### src/rtl/stepper_phase_decoder.sv
// Receive-side monitor for the 4-phase half-step stepper drive bus: filters the coil lines,
// tracks the half-step phase, counts signed position and reports step timing, motion and faults.
module stepper_phase_decoder #(
  parameter int POS_W         = 16,
  parameter int PER_W         = 24,
  parameter int STABLE_CYCLES = 16,
  parameter int IDLE_CYCLES   = 1_000_000
) (
  input  logic             CLK_50M,
  input  logic             RST_N,
  input  logic             PH_A,
  input  logic             PH_B,
  input  logic             PH_C,
  input  logic             PH_D,
  input  logic             CLR_POS,
  input  logic             CLR_ERR,
  output logic [POS_W-1:0] POSITION,
  output logic             STEP_FWD,
  output logic             STEP_REV,
  output logic             DIR,
  output logic             MOVING,
  output logic [2:0]       PHASE_IDX,
  output logic             PHASE_VALID,
  output logic [PER_W-1:0] STEP_PERIOD,
  output logic             PERIOD_VALID,
  output logic             ERR_ILLEGAL,
  output logic             ERR_SKIP
);

  localparam int                STAB_W    = $clog2(STABLE_CYCLES + 1);
  localparam logic [STAB_W-1:0] STAB_ONE  = STAB_W'(1);
  localparam logic [STAB_W-1:0] STAB_LAST = STAB_W'(STABLE_CYCLES - 1);
  localparam logic [STAB_W-1:0] STAB_FULL = STAB_W'(STABLE_CYCLES);
  localparam logic [PER_W-1:0]  PER_ONE   = PER_W'(1);
  localparam logic [PER_W-1:0]  PER_IDLE  = PER_W'(IDLE_CYCLES);
  localparam logic [PER_W-1:0]  PER_MAX   = {PER_W{1'b1}};
  localparam logic [POS_W-1:0]  POS_ONE   = POS_W'(1);

  typedef enum logic [0:0] {
    ST_IDLE  = 1'b0,
    ST_TRACK = 1'b1
  } state_t;

  // Returns {legal, index}; released (0000) and illegal patterns both report legal = 0.
  function automatic logic [3:0] decode_phase(input logic [3:0] pat);
    logic [3:0] res;
    case (pat)
      4'b1000: res = {1'b1, 3'd0};
      4'b1100: res = {1'b1, 3'd1};
      4'b0100: res = {1'b1, 3'd2};
      4'b0110: res = {1'b1, 3'd3};
      4'b0010: res = {1'b1, 3'd4};
      4'b0011: res = {1'b1, 3'd5};
      4'b0001: res = {1'b1, 3'd6};
      4'b1001: res = {1'b1, 3'd7};
      default: res = 4'b0000;
    endcase
    return res;
  endfunction

  logic [3:0]        r_sync1;
  logic [3:0]        r_sync2;
  logic [3:0]        r_cand;
  logic [STAB_W-1:0] r_stab_cnt;
  logic [3:0]        r_filt;
  logic              r_f_upd;

  state_t            r_state;
  logic [POS_W-1:0]  r_position;
  logic              r_step_fwd;
  logic              r_step_rev;
  logic              r_dir;
  logic              r_moving;
  logic [2:0]        r_phase_idx;
  logic              r_phase_valid;
  logic [PER_W-1:0]  r_step_period;
  logic              r_period_valid;
  logic              r_err_ill;
  logic              r_err_skip;
  logic [PER_W-1:0]  r_per_cnt;
  logic              r_had_step;

  state_t            w_state_nx;
  logic [POS_W-1:0]  w_position_nx;
  logic              w_step_fwd_nx;
  logic              w_step_rev_nx;
  logic              w_dir_nx;
  logic              w_moving_nx;
  logic [2:0]        w_phase_idx_nx;
  logic              w_phase_valid_nx;
  logic [PER_W-1:0]  w_step_period_nx;
  logic              w_period_valid_nx;
  logic              w_err_ill_nx;
  logic              w_err_skip_nx;
  logic [PER_W-1:0]  w_per_cnt_nx;
  logic              w_had_step_nx;
  logic              w_step;
  logic              w_set_ill;
  logic              w_set_skip;
  logic              w_go_idle;

  logic [3:0]        w_dec;
  logic              w_legal;
  logic [2:0]        w_new_idx;
  logic              w_released;
  logic [2:0]        w_delta;

  assign w_dec      = decode_phase(r_filt);
  assign w_legal    = w_dec[3];
  assign w_new_idx  = w_dec[2:0];
  assign w_released = (r_filt == 4'b0000);
  assign w_delta    = w_new_idx - r_phase_idx;

  // Two-flop synchroniser on the asynchronous coil lines, packed as {A,B,C,D}.
  always_ff @(posedge CLK_50M or negedge RST_N) begin
    if (!RST_N) begin
      r_sync1 <= 4'b0000;
      r_sync2 <= 4'b0000;
    end else begin
      r_sync1 <= {PH_A, PH_B, PH_C, PH_D};
      r_sync2 <= r_sync1;
    end
  end

  // Stability filter: a pattern is accepted on its STABLE_CYCLES-th consecutive sample;
  // r_f_upd strobes only when the accepted pattern differs from the current one.
  always_ff @(posedge CLK_50M or negedge RST_N) begin
    if (!RST_N) begin
      r_cand     <= 4'b0000;
      r_stab_cnt <= '0;
      r_filt     <= 4'b0000;
      r_f_upd    <= 1'b0;
    end else if (r_sync2 != r_cand) begin
      r_cand     <= r_sync2;
      r_stab_cnt <= STAB_ONE;
      r_f_upd    <= 1'b0;
    end else if (r_stab_cnt == STAB_LAST) begin
      r_stab_cnt <= STAB_FULL;
      r_filt     <= r_cand;
      r_f_upd    <= (r_cand != r_filt);
    end else if (r_stab_cnt < STAB_LAST) begin
      r_stab_cnt <= r_stab_cnt + STAB_ONE;
      r_f_upd    <= 1'b0;
    end else begin
      r_f_upd    <= 1'b0;
    end
  end

  // FSM state register.
  always_ff @(posedge CLK_50M or negedge RST_N) begin
    if (!RST_N) begin
      r_state <= ST_IDLE;
    end else begin
      r_state <= w_state_nx;
    end
  end

  // Next-state and next-output logic, evaluated against the filtered pattern.
  always_comb begin
    w_state_nx        = r_state;
    w_position_nx     = r_position;
    w_step_fwd_nx     = 1'b0;
    w_step_rev_nx     = 1'b0;
    w_dir_nx          = r_dir;
    w_moving_nx       = r_moving;
    w_phase_idx_nx    = r_phase_idx;
    w_phase_valid_nx  = r_phase_valid;
    w_step_period_nx  = r_step_period;
    w_period_valid_nx = r_period_valid;
    w_err_ill_nx      = r_err_ill;
    w_err_skip_nx     = r_err_skip;
    w_per_cnt_nx      = r_per_cnt;
    w_had_step_nx     = r_had_step;
    w_step            = 1'b0;
    w_set_ill         = 1'b0;
    w_set_skip        = 1'b0;
    w_go_idle         = 1'b0;

    case (r_state)
      ST_IDLE: begin
        if (r_f_upd && !w_released) begin
          if (w_legal) begin
            w_state_nx       = ST_TRACK;
            w_phase_idx_nx   = w_new_idx;
            w_phase_valid_nx = 1'b1;
            w_had_step_nx    = 1'b0;
          end else begin
            w_set_ill = 1'b1;
          end
        end else begin
          w_state_nx = ST_IDLE;
        end
      end
      ST_TRACK: begin
        if (!r_f_upd) begin
          w_state_nx = ST_TRACK;
        end else if (w_released) begin
          w_go_idle = 1'b1;
        end else if (!w_legal) begin
          w_set_ill = 1'b1;
          w_go_idle = 1'b1;
        end else if (w_delta == 3'd1) begin
          w_step_fwd_nx  = 1'b1;
          w_position_nx  = r_position + POS_ONE;
          w_dir_nx       = 1'b1;
          w_phase_idx_nx = w_new_idx;
        end else if (w_delta == 3'd7) begin
          w_step_rev_nx  = 1'b1;
          w_position_nx  = r_position - POS_ONE;
          w_dir_nx       = 1'b0;
          w_phase_idx_nx = w_new_idx;
        end else if (w_delta != 3'd0) begin
          w_set_skip     = 1'b1;
          w_phase_idx_nx = w_new_idx;
        end else begin
          w_state_nx = ST_TRACK;
        end
      end
      default: begin
        w_go_idle = 1'b1;
      end
    endcase

    w_step = w_step_fwd_nx | w_step_rev_nx;

    if (w_go_idle) begin
      w_state_nx        = ST_IDLE;
      w_phase_valid_nx  = 1'b0;
      w_period_valid_nx = 1'b0;
      w_had_step_nx     = 1'b0;
    end else begin
      w_state_nx = w_state_nx;
    end

    // A period is only trusted once two steps have been seen in the same tracking run.
    if (w_step) begin
      w_step_period_nx  = r_per_cnt;
      w_per_cnt_nx      = PER_ONE;
      w_period_valid_nx = r_had_step;
      w_had_step_nx     = 1'b1;
    end else if (r_per_cnt != PER_MAX) begin
      w_per_cnt_nx = r_per_cnt + PER_ONE;
    end else begin
      w_per_cnt_nx = r_per_cnt;
    end

    if (w_state_nx == ST_IDLE) begin
      w_moving_nx = 1'b0;
    end else if (w_step) begin
      w_moving_nx = 1'b1;
    end else if (r_per_cnt == PER_IDLE) begin
      w_moving_nx = 1'b0;
    end else begin
      w_moving_nx = r_moving;
    end

    if (w_set_ill) begin
      w_err_ill_nx = 1'b1;
    end else if (CLR_ERR) begin
      w_err_ill_nx = 1'b0;
    end else begin
      w_err_ill_nx = r_err_ill;
    end

    if (w_set_skip) begin
      w_err_skip_nx = 1'b1;
    end else if (CLR_ERR) begin
      w_err_skip_nx = 1'b0;
    end else begin
      w_err_skip_nx = r_err_skip;
    end

    if (CLR_POS) begin
      w_position_nx = '0;
    end else begin
      w_position_nx = w_position_nx;
    end
  end

  // Registered outputs and tracking datapath.
  always_ff @(posedge CLK_50M or negedge RST_N) begin
    if (!RST_N) begin
      r_position     <= '0;
      r_step_fwd     <= 1'b0;
      r_step_rev     <= 1'b0;
      r_dir          <= 1'b0;
      r_moving       <= 1'b0;
      r_phase_idx    <= 3'd0;
      r_phase_valid  <= 1'b0;
      r_step_period  <= '0;
      r_period_valid <= 1'b0;
      r_err_ill      <= 1'b0;
      r_err_skip     <= 1'b0;
      r_per_cnt      <= '0;
      r_had_step     <= 1'b0;
    end else begin
      r_position     <= w_position_nx;
      r_step_fwd     <= w_step_fwd_nx;
      r_step_rev     <= w_step_rev_nx;
      r_dir          <= w_dir_nx;
      r_moving       <= w_moving_nx;
      r_phase_idx    <= w_phase_idx_nx;
      r_phase_valid  <= w_phase_valid_nx;
      r_step_period  <= w_step_period_nx;
      r_period_valid <= w_period_valid_nx;
      r_err_ill      <= w_err_ill_nx;
      r_err_skip     <= w_err_skip_nx;
      r_per_cnt      <= w_per_cnt_nx;
      r_had_step     <= w_had_step_nx;
    end
  end

  assign POSITION     = r_position;
  assign STEP_FWD     = r_step_fwd;
  assign STEP_REV     = r_step_rev;
  assign DIR          = r_dir;
  assign MOVING       = r_moving;
  assign PHASE_IDX    = r_phase_idx;
  assign PHASE_VALID  = r_phase_valid;
  assign STEP_PERIOD  = r_step_period;
  assign PERIOD_VALID = r_period_valid;
  assign ERR_ILLEGAL  = r_err_ill;
  assign ERR_SKIP     = r_err_skip;

endmodule

### config.mk
export PLATFORM = sky130hd
export DESIGN_NAME = stepper_phase_decoder
export DESIGN_NICKNAME = d
export VERILOG_FILES = /design/src/rtl/stepper_phase_decoder.sv
export SDC_FILE = /design/constraint.sdc
export NUM_CORES = 1
export LEC_CHECK = 0
export CAP_MARGIN = 20
export CORE_ASPECT_RATIO = 0.6
export CORE_MARGIN = 2
export CORE_UTILIZATION = 49
export CTS_CLUSTER_DIAMETER = 150
export DETAILED_ROUTE_END_ITERATION = 8
export GPL_ROUTABILITY_DRIVEN = 0
export GPL_TIMING_DRIVEN = 0
export PLACE_DENSITY = 0.82
export RECOVER_POWER = 25
export SLEW_MARGIN = 20
export SYNTH_ARGS = -nofsm -noshare
export SYNTH_HDL_FRONTEND = slang
export SYNTH_SLANG_ARGS = --single-unit
### constraint.sdc
create_clock -name CLK_50M -period 7.15 [get_ports CLK_50M]
set_clock_uncertainty 0.05 [all_clocks]
set_input_delay 1.0725 -clock CLK_50M [delete_from_list [all_inputs] [get_ports CLK_50M]]
set_output_delay 1.0725 -clock CLK_50M [all_outputs]
set_load 0.005 [all_outputs]
; ---- Word-level counts from Yosys, hierarchy flattened
; Memories as Yosys holds them, arrays and structs flattened.
; Cells that the tools add are included.
[totals]
register_bits = 99
latch_bits = 0
ram_bits = 0
romBits = 64
inputBits = 8
out_inout_bits = 51
elab_cells = 144
n_memories = 1
[mem_list]
columns = memory, depth, word_bits, rd, rd_clocked_by_memory_dff, write_ports, line
row1 = (name not given), 16, 4, 1, 0, 0, 47  ; case (pat)
[classes]
add_sub_neg = 5
mul = 0
div = 0
n_lt_le_gt_ge = 1
n_eq_ne = 17
shift = 0
n_mux = 72
n_bitwise = 4
reduce_logical = 24
[op_table]
columns = operator, n
row1 = $mux W16, 7
row2 = $mux W1, 49
row3 = $mux W24, 2
row4 = $add A24 B1 Y24 const B, 1
row5 = $eq A24 B20 Y1 const B, 1
row6 = $mux W3, 8
row7 = $ne A24 B24 Y1 const B, 1
row8 = $reduce_bool A2 Y1, 10
row9 = $add A16 B1 Y16 const B, 1
row10 = $sub A16 B1 Y16 const B, 1
row11 = $mux W5, 3
row12 = $reduce_bool A3 Y1, 5
row13 = $ne A2 B2 Y1 const B, 5
row14 = $reduce_and A5 Y1, 2
row15 = $ne A4 B4 Y1, 2
row16 = $ne A3 B1 Y1 const B, 2
row17 = $pmux W3 S2, 1
row18 = $reduce_and A3 Y1, 2
row19 = $reduce_and A6 Y1, 1
row20 = $add A5 B1 Y5 const B, 1
row21 = $eq A5 B4 Y1 const B, 1
row22 = $lt A5 B4 Y1 const B, 1
row23 = $logic_not A4 Y1, 1
row24 = $ne A2 B1 Y1 const B, 2
row25 = 10 further kinds, 13

; ---- Depth between registers and ports, before layout
; Gate-level depths: netlist of the first run.
; An unclocked memory read counts as a cell.
[depth]
word_depth = 12
ltp_mapped = 16
depth_no_buf = 15

; ---- Worst setup path before layout of the first run
; OpenSTA, ideal clock, no wires.
[synth_path]
path_kind = flip-flop to flip-flop
from = reg r_filt[1]
to = reg r_position[14] (netlist: POSITION[14])
setup_time_ns = 0.125
t_arrival_ns = 3.747
required_time_ns = 6.975
slack_ns = 3.229
path_stages_with_launch = 17
n_path_buf = 1
period_less_slack_ns = 3.921
path_cell_list = dfrtp_1 > buf_6 > and2_4 > or3_1 > ha_1 > inv_1 > fa_1 > xor2_1 > xnor2_1 > or3_1 > ha_1 > a21o_1 > a31o_2 > o21ba_2 > o211ai_1 > a2111o_1 > nand3_1
[synth_between]
elab_chain_cells = 9
word_cells_on_any_way = 15
classes_between = add/sub (1) / eq/ne (3) / mux (6) / reduce/logical (4) / memory (1)
[synth_rtl]
columns = element, line
row1 = from (decl), 65  ; logic [3:0] r_filt;
row2 = from (signal assigned), 139  ; r_filt <= r_cand;
row3 = $mem_v2 Z16 W4, n/a
row4 = $sub A3 B3 Y3, 112  ; assign w_delta = w_new_idx - r_phase_idx;
row5 = $eq A3 B1 Y1, 202  ; end else if (w_delta == 3'd1) begin
row6 = $mux W16, 202
row7 = $mux W16, 199  ; end else if (!w_legal) begin
row8 = $mux W16, 197  ; end else if (w_released) begin
row9 = $mux W16, 195  ; if (!r_f_upd) begin
row10 = $mux W16, 179  ; case (r_state)
row11 = $mux W16, 273  ; if (CLR_POS) begin
row12 = to (signal assigned), 297  ; r_position <= w_position_nx;
row13 = to (decl), 69  ; logic [POS_W-1:0] r_position;
; Several ways; a longest one is shown, not always the timed one. The select of a mux whose other input is x is not followed.
; A chain may end at the register's enable or synchronous reset.

; ---- Worst setup path in the final report of the first run
[layout_path]
from = reg r_filt[3]
to = reg r_position[13] (netlist: POSITION[13])
; Same word-level chain as after synthesis.

==> impl_metrics.json, run 1 <==
{
  "status": "complete, no violations",
  "netlist_instances": 531,
  "ant_nets": 0,
  "route.vias.total": 4176,
  "synthArstFlopShare_pct": 100,
  "grt_pass1_vias": 4107,
  "whs_path_depth": 0,
  "dr.pass1.iters": 5,
  "clockBufferDepth": 2,
  "synth_area_leader_cell": "dfrtp_1",
  "drc_errors": 0,
  "required_ps": 7330,
  "synth_edf_count": 0,
  "mostFrequentLayoutCells": "nand2_1 (101), dfrtp_1 (99), clkdlybuf4s50_1 (53)",
  "htree_num_levels": 3,
  "die_w_um": 137,
  "hold_end": "r_sync2[2]$_DFF_PN0_",
  "cts_setup_buffers": 0,
  "track_usage_pct": 21.8,
  "io_pins": 59,
  "synth_warnings": 0,
  "max_slew_margin_pct": 25.2,
  "timing.rr.end": "POSITION[13]$_DFFE_PN0P_",
  "cts.sinks": 99,
  "syn_area_per_cell_um2": 9.75,
  "clk_pin_slew_ps": 70,
  "arrival_ps": 4700,
  "worstHoldStart": "r_sync1[2]$_DFF_PN0_",
  "crit_type": "reg2reg",
  "fmax_mhz": 221,
  "placement_rows": 29,
  "intPower_mw": 0.849,
  "worst_hold_slack_ps": 302,
  "ys_top_cells_by_area": "dfrtp_1 (48%), nand2_1 (7.3%), ha_1 (5.1%)",
  "grt_start_max_net_pins": 81,
  "start_util_pct": 49.7,
  "worst-r2r-cell-count": 15,
  "drtIter0Drc": 420,
  "fin_crit_ps": 4520,
  "irDropWorstVdd_mv": 0.119,
  "setup_violations": 0,
  "rsz0062_at_grt": "no",
  "fin_tns_setup_ps": 0,
  "syn_area_mm2": 0.00518,
  "synth_top_family_by_area": "simple AND/OR/NAND/NOR gates",
  "worst-path-max-fanout": 17,
  "yosysTopAreaCellShare_pct": 47.8,
  "dpl.hpwl_mm": 8.26,
  "synth_fa_ha_area_share_pct": 5.85,
  "port_buffers": 57,
  "synth_nets": 562,
  "clkLatencyLatePin_ps": 350,
  "antenna_found_initial": 0,
  "routed_wl_mm": 11.6,
  "grt_pass1_wl_mm": 19.7,
  "worst_r2r_startpoint": "r_filt[3]$_DFFE_PN0P_",
  "final_common_cell": "nand2_1",
  "worstMarginPinSlew_ps": 1120,
  "pwr-share-seq_pct": 51.9,
  "p_per_area_mw_per_mm2": 175,
  "core_area_mm2": 0.0104,
  "cts_tree": "built",
  "maxSlewViolCount": 0,
  "start_kind": "flop",
  "fin_crit_sh_pct": 63.2,
  "vias_per_cell": 5.61,
  "p_sw_mw": 0.244,
  "syn2layout_area_growth_pct": 20.8,
  "die_area_mm2": 0.0114,
  "synth_xor_area_share_pct": 6.94,
  "grt.overflow.total": 0,
  "synthSimpleGateAreaFrac_pct": 20.5,
  "synth-seq-area-share_pct": 47.8,
  "wire_per_inst_um": 15.6,
  "fp.dieH_um": 83.6,
  "synth_compound_area_share_pct": 13.3,
  "cts-root-buf": "clkbuf_16",
  "power_frac_comb_pct": 2.2,
  "synth-seq-cells": 99,
  "swShare_pct": 22.3,
  "p_leak_nw": 2.80,
  "ys_types": 61,
  "numCtsBuffers": 9,
  "cts_resized": 0,
  "synthMuxAreaShare_pct": 1.69,
  "rrSetupSlack_ps": 2630,
  "antennaDiodeCount": 0,
  "fin_nets": 631,
  "hold_violations": 0,
  "cts_hold_buf": 0,
  "ys.flop_type": "dfrtp_1",
  "clockPowerShare_pct": 45.9,
  "layout-drive-gt1-share_pct": 8.26,
  "hold_class": "reg2reg",
  "drv_cap": 0,
  "cp-end-kind": "flop"
}
==> synth_stat cells, types with 3 or more instances <==
master    number
xnor2_1       25
o21ai_1        7
mux2_2         6
dfrtp_1       99
buf_2          9
and4_1         4
nand2_1      101
and3_1         3
inv_1         17
clkbuf_1       8
o21a_1         6
a21oi_1       28
o21bai_1       3
ha_1          21
nor3b_1       10
nand3b_1       7
o21ai_0       18
nand3_1       17
a211oi_1       3
nand4_1        8
a31oi_1        3
nor2_1        41
nor4_1         6
nor3_1         8
or3_1          5
a21o_1         7
buf_6          4
xor2_1        16
==> cell type report <==
class	instances	area (um^2)
fillers	842	4160
multi-input cells	392	2500
flip-flops and latches	99	2480
repair buffers	58	592
clock buffers	9	225
well taps	139	174
plain buffers	23	135
clock inverters	7	83.8
inverters	17	63.8
==> worst max-delay path, stage by stage, from the launching register on <==
cell and delay, ps:
dfrtp_1 460, and2_4 200, or3_1 370, ha_1 200
inv_1 60, fa_1 220, xor2_1 320, xnor2_1 140
or3_1 660, ha_1 510, nand3_1 140, a21o_1 210
a21o_1 210, o31ai_1 360, o21ai_1 140, o311ai_1 120
==> power groups by stage <==
stage                     Sequential [mW]  Clock [mW]  Combinational, mW
after floorplan                     0.577           0            0.00748
after global placement              0.578           0             0.0232
after detailed placement            0.578           0             0.0259
after CTS                           0.567       0.512             0.0260
after global routing                0.567       0.538             0.0279
final                               0.567       0.502             0.0243
==> metal layers <==
metal,track usage [%],wire [um],vias up
met2,33.2,5300,148
met5,0,0,-
li1,-,-,1991
met3,6.80,780,15
met1,30.5,5410,2022
met4,5.02,145,0
==> cells by family (layout without fill, tap and decap cells) <==
| group | after synthesis | count (layout) |
|---|---|---|
| and+or+nand+nor | 220 | 220 |
| AOI/OAI and AO/OA | 100 | 100 |
| DFF | 99 | 99 |
| xor gates and xnor gates | 41 | 41 |
| buffers and inverters | 40 | 114 |
| adders and majority gates | 23 | 23 |
| muxes | 8 | 8 |
==> through the flow <==
step | utilization, % | cell area [um^2] | std cells | power, mW | setup WS, ps
2_1_floorplan | - | 5180 | 531 | 0.585 | 3230
3_3_place_gp | 56.9 | 5920 | 727 | 0.601 | 1340
3_5_place_dp | 57.1 | 5950 | 728 | 0.604 | 2800
4_1_cts | 60.1 | 6260 | 744 | 1.10 | 2730
5_1_grt | 60.0 | 6250 | 744 | 1.13 | 2450
6_report | 60.0 | 6250 | 744 | 1.09 | 2630
==> worst max path at each step <==
stage | start | endpoint | slack (ps)
after global routing | r_filt[3]$_DFFE_PN0P_ | POSITION[15]$_DFFE_PN0P_ | 2450
after global placement | RST_N | STEP_PERIOD[12]$_DFFE_PN0N_ | 1340
after CTS | r_filt[3]$_DFFE_PN0P_ | POSITION[13]$_DFFE_PN0P_ | 2730
after floorplan | r_filt[1]$_DFFE_PN0P_ | POSITION[14]$_DFFE_PN0P_ | 3230
after detailed placement | r_filt[3]$_DFFE_PN0P_ | POSITION[15]$_DFFE_PN0P_ | 2800
final | r_filt[3]$_DFFE_PN0P_ | POSITION[13]$_DFFE_PN0P_ | 2630
==> state kept, by name (all words and copies together), names as in the netlist, 4 cells and up <==
| name | flops |
|---|---|
| r_cand | 4 |
| r_sync2 | 4 |
| r_sync1 | 4 |
| r_per_cnt | 24 |
| r_filt | 4 |
| r_stab_cnt | 5 |
| STEP_PERIOD | 24 |
| POSITION | 16 |
Note: power is estimated with default switching activity, not from simulation.
==> inputs of run 2 (changes only) <==
Settings changed: PLACE_DENSITY 0.82 to 0.85.
Clock period 7.15 ns to 4.1 ns, I/O delays scaled along.
==> run 2 against run 1 <==
Effect of this change: the run now ends with capacitance limit, slew limit left; core utilization is 1.4 points higher; largest power group unchanged; combinational power grew 63%; first-iteration DRC count decreased by 5.0%; total power is 68% higher; sequential share of layout area down 0.88 points; worst setup slack lost 2600 ps; via count grew 2.2%; clock-buffer cell count unchanged.
==> impl_metrics.json, run 2 (synthesis gave the netlist of run 1 again) <==
{
  "antennaDiodeCount": 0,
  "cts-root-buf": "clkbuf_16",
  "dpl-instance-area_mm2": 0.00595,
  "dp_slack_ps": -266,
  "fin_tns_setup_ps": 0,
  "route.vias.total": 4266,
  "p_per_area_mw_per_mm2": 287,
  "maxSlewViolCount": 81,
  "layout-drive-gt1-share_pct": 12.1,
  "fp.dieH_um": 83.6,
  "mostFrequentLayoutCells": "nand2_1 (101), dfrtp_1 (97), clkdlybuf4s50_1 (52)",
  "status": "complete, but fails checks",
  "setup_ws_ps": 56.1,
  "cpPeakStageDelay_ps": 420,
  "path_cells": "buf_6 -> and2_4 -> or3_4 -> ha_1 -> inv_2 -> fa_2 -> xor2_2 -> xnor2_2 -> or3_4 -> buf_12 -> ha_1 -> a21oi_1 -> o21ai_0 -> o211ai_1 -> a2111o_1 -> nand3_1",
  "syn2layout_area_growth_pct": 23.6,
  "irDropWorstVdd_mv": 0.221,
  "core_area_mm2": 0.0104,
  "dpl.hpwl_mm": 8.43,
  "intPower_mw": 1.42,
  "worst-r2r-cell-count": 16,
  "placedCellCount": 728,
  "io_pins": 59,
  "clk_pin_slew_ps": 70,
  "port_buffers": 57,
  "die_w_um": 137,
  "fin_nets": 637,
  "numCtsBuffers": 9,
  "worst-path-max-fanout": 9,
  "p_leak_nw": 2.83,
  "drtIter0Drc": 399,
  "drc_errors": 0,
  "hold_class": "reg2reg",
  "hold_end": "r_sync2[3]$_DFF_PN0_",
  "htree_num_levels": 3,
  "fillers": 829,
  "clockPowerShare_pct": 44.1,
  "die_area_mm2": 0.0114,
  "ant_nets": 0,
  "max_slew_margin_pct": -29.0,
  "clkLatencyLatePin_ps": 350,
  "final_common_cell": "nand2_1",
  "required_ps": 4340,
  "track_usage_pct": 21.7,
  "antenna_found_initial": 0,
  "p_total_mw": 1.84,
  "whs_path_depth": 0,
  "fin_crit_sh_pct": 98.6,
  "violations": "capacitance limit, slew limit",
  "slowest_stage": "or3_4",
  "fmax_mhz": 247,
  "start_util_pct": 49.7,
  "cts.sinks": 99,
  "fin_crit_ps": 4040,
  "vias_per_cell": 5.69,
  "power_frac_comb_pct": 2.2,
  "worstMarginPinSlew_ps": 1930,
  "swShare_pct": 23.0,
  "worstHoldStart": "r_sync1[3]$_DFF_PN0_",
  "dr.pass1.iters": 6,
  "routed_wl_mm": 12.2,
  "grt_start_max_net_pins": 81,
  "cts_hold_buf": 0,
  "timing.rr.end": "POSITION[14]$_DFFE_PN0P_",
  "cts_tree": "built",
  "cp-end-kind": "flop",
  "placement_rows": 29,
  "crit_type": "reg2reg",
  "p_sw_mw": 0.423,
  "final_area_mm2": 0.00640,
  "pwr-share-seq_pct": 53.8,
  "rrSetupSlack_ps": 60,
  "wire_per_inst_um": 16.3,
  "drv_cap": 1,
  "start_kind": "flop",
  "worst_r2r_startpoint": "r_filt[1]$_DFFE_PN0P_",
  "grt.overflow.total": 0,
  "setup_violations": 0,
  "hold_violations": 0,
  "grt_pass1_wl_mm": 19.6,
  "fin_cells": 750,
  "grt_pass1_vias": 4011,
  "arrival_ps": 4280,
  "clockBufferDepth": 2
}
run 2: through the flow:
stage	hold WS [ps]	util, %
finish	300	61.5
global route	319	61.5
CTS	42.9	60.0
detailed placement	285	57.1
global placement	285	56.9
floorplan	269	-
run 2: what timing repair did:
| item | 4_1_cts | 5_1_grt |
|---|---|---|
| pin swaps | 0 | 9 |
| setup endpoints to repair | 9 | 7 |
| setup buffers | 0 | 7 |
| cloned | 0 | 0 |
| gates resized for setup | 2 | 19 |
run 2: worst max-delay path: cells and delay by family (launching register included):
| kind | cells | cell delay (ps) |
|---|---|---|
| AOI/OAI and AO/OA | 4 | 1020 |
| and+or+nand+nor | 4 | 1010 |
| adders and majority gates | 3 | 830 |
| DFF | 1 | 380 |
| buffers and inverters | 3 | 370 |
| xor gates and xnor gates | 2 | 330 |
run 2: power by group through the flow:
| stage | logic [mW] | registers, mW | clock network (mW) |
|---|---|---|---|
| final | 0.0396 | 0.989 | 0.810 |
| after detailed placement | 0.0458 | 1.01 | 0 |
| after floorplan | 0.0131 | 1.01 | 0 |
| after CTS | 0.0456 | 0.988 | 0.827 |
| after global routing | 0.0456 | 0.989 | 0.878 |
| after global placement | 0.0402 | 1.01 | 0 |
run 2: worst max path at each step:
| stage | start | to | slack, ps | cells past startpoint |
|---|---|---|---|---|
| after detailed placement | r_filt[3]$_DFFE_PN0P_ | POSITION[15]$_DFFE_PN0P_ | -270 | 15 |
| after floorplan | r_filt[1]$_DFFE_PN0P_ | POSITION[14]$_DFFE_PN0P_ | 180 | 16 |
| after CTS | r_filt[3]$_DFFE_PN0P_ | POSITION[15]$_DFFE_PN0P_ | 50 | 15 |
| after global placement | RST_N | STEP_PERIOD[9]$_DFFE_PN0N_ | -1220 | 1 |
| after global routing | r_filt[1]$_DFFE_PN0P_ | POSITION[14]$_DFFE_PN0P_ | -110 | 16 |
| final | r_filt[1]$_DFFE_PN0P_ | POSITION[14]$_DFFE_PN0P_ | 60 | 16 |
run 2: metal layers:
metal | share of wire (%) | vias to the layer above | wire (um) | GRT usage [%]
li1 | - | 2005 | - | -
met1 | 46 | 2045 | 5630 | 31.2
met2 | 46 | 192 | 5620 | 33.1
met3 | 6.7 | 24 | 823 | 6.01
met4 | 1.4 | 0 | 167 | 4.17
met5 | 0 | - | 0 | 0
run 2: cell type report:
class	count	area, um^2	area share (%)
clock inverter	7	58.8	0.919
timing repair buffer	65	638	9.97
clock buffer	9	225	3.52
sequential	99	2480	38.7
inverter	17	63.8	0.997
multi-input combinational	392	2630	41.1
buffer	22	130	2.03
tap	139	174	2.72
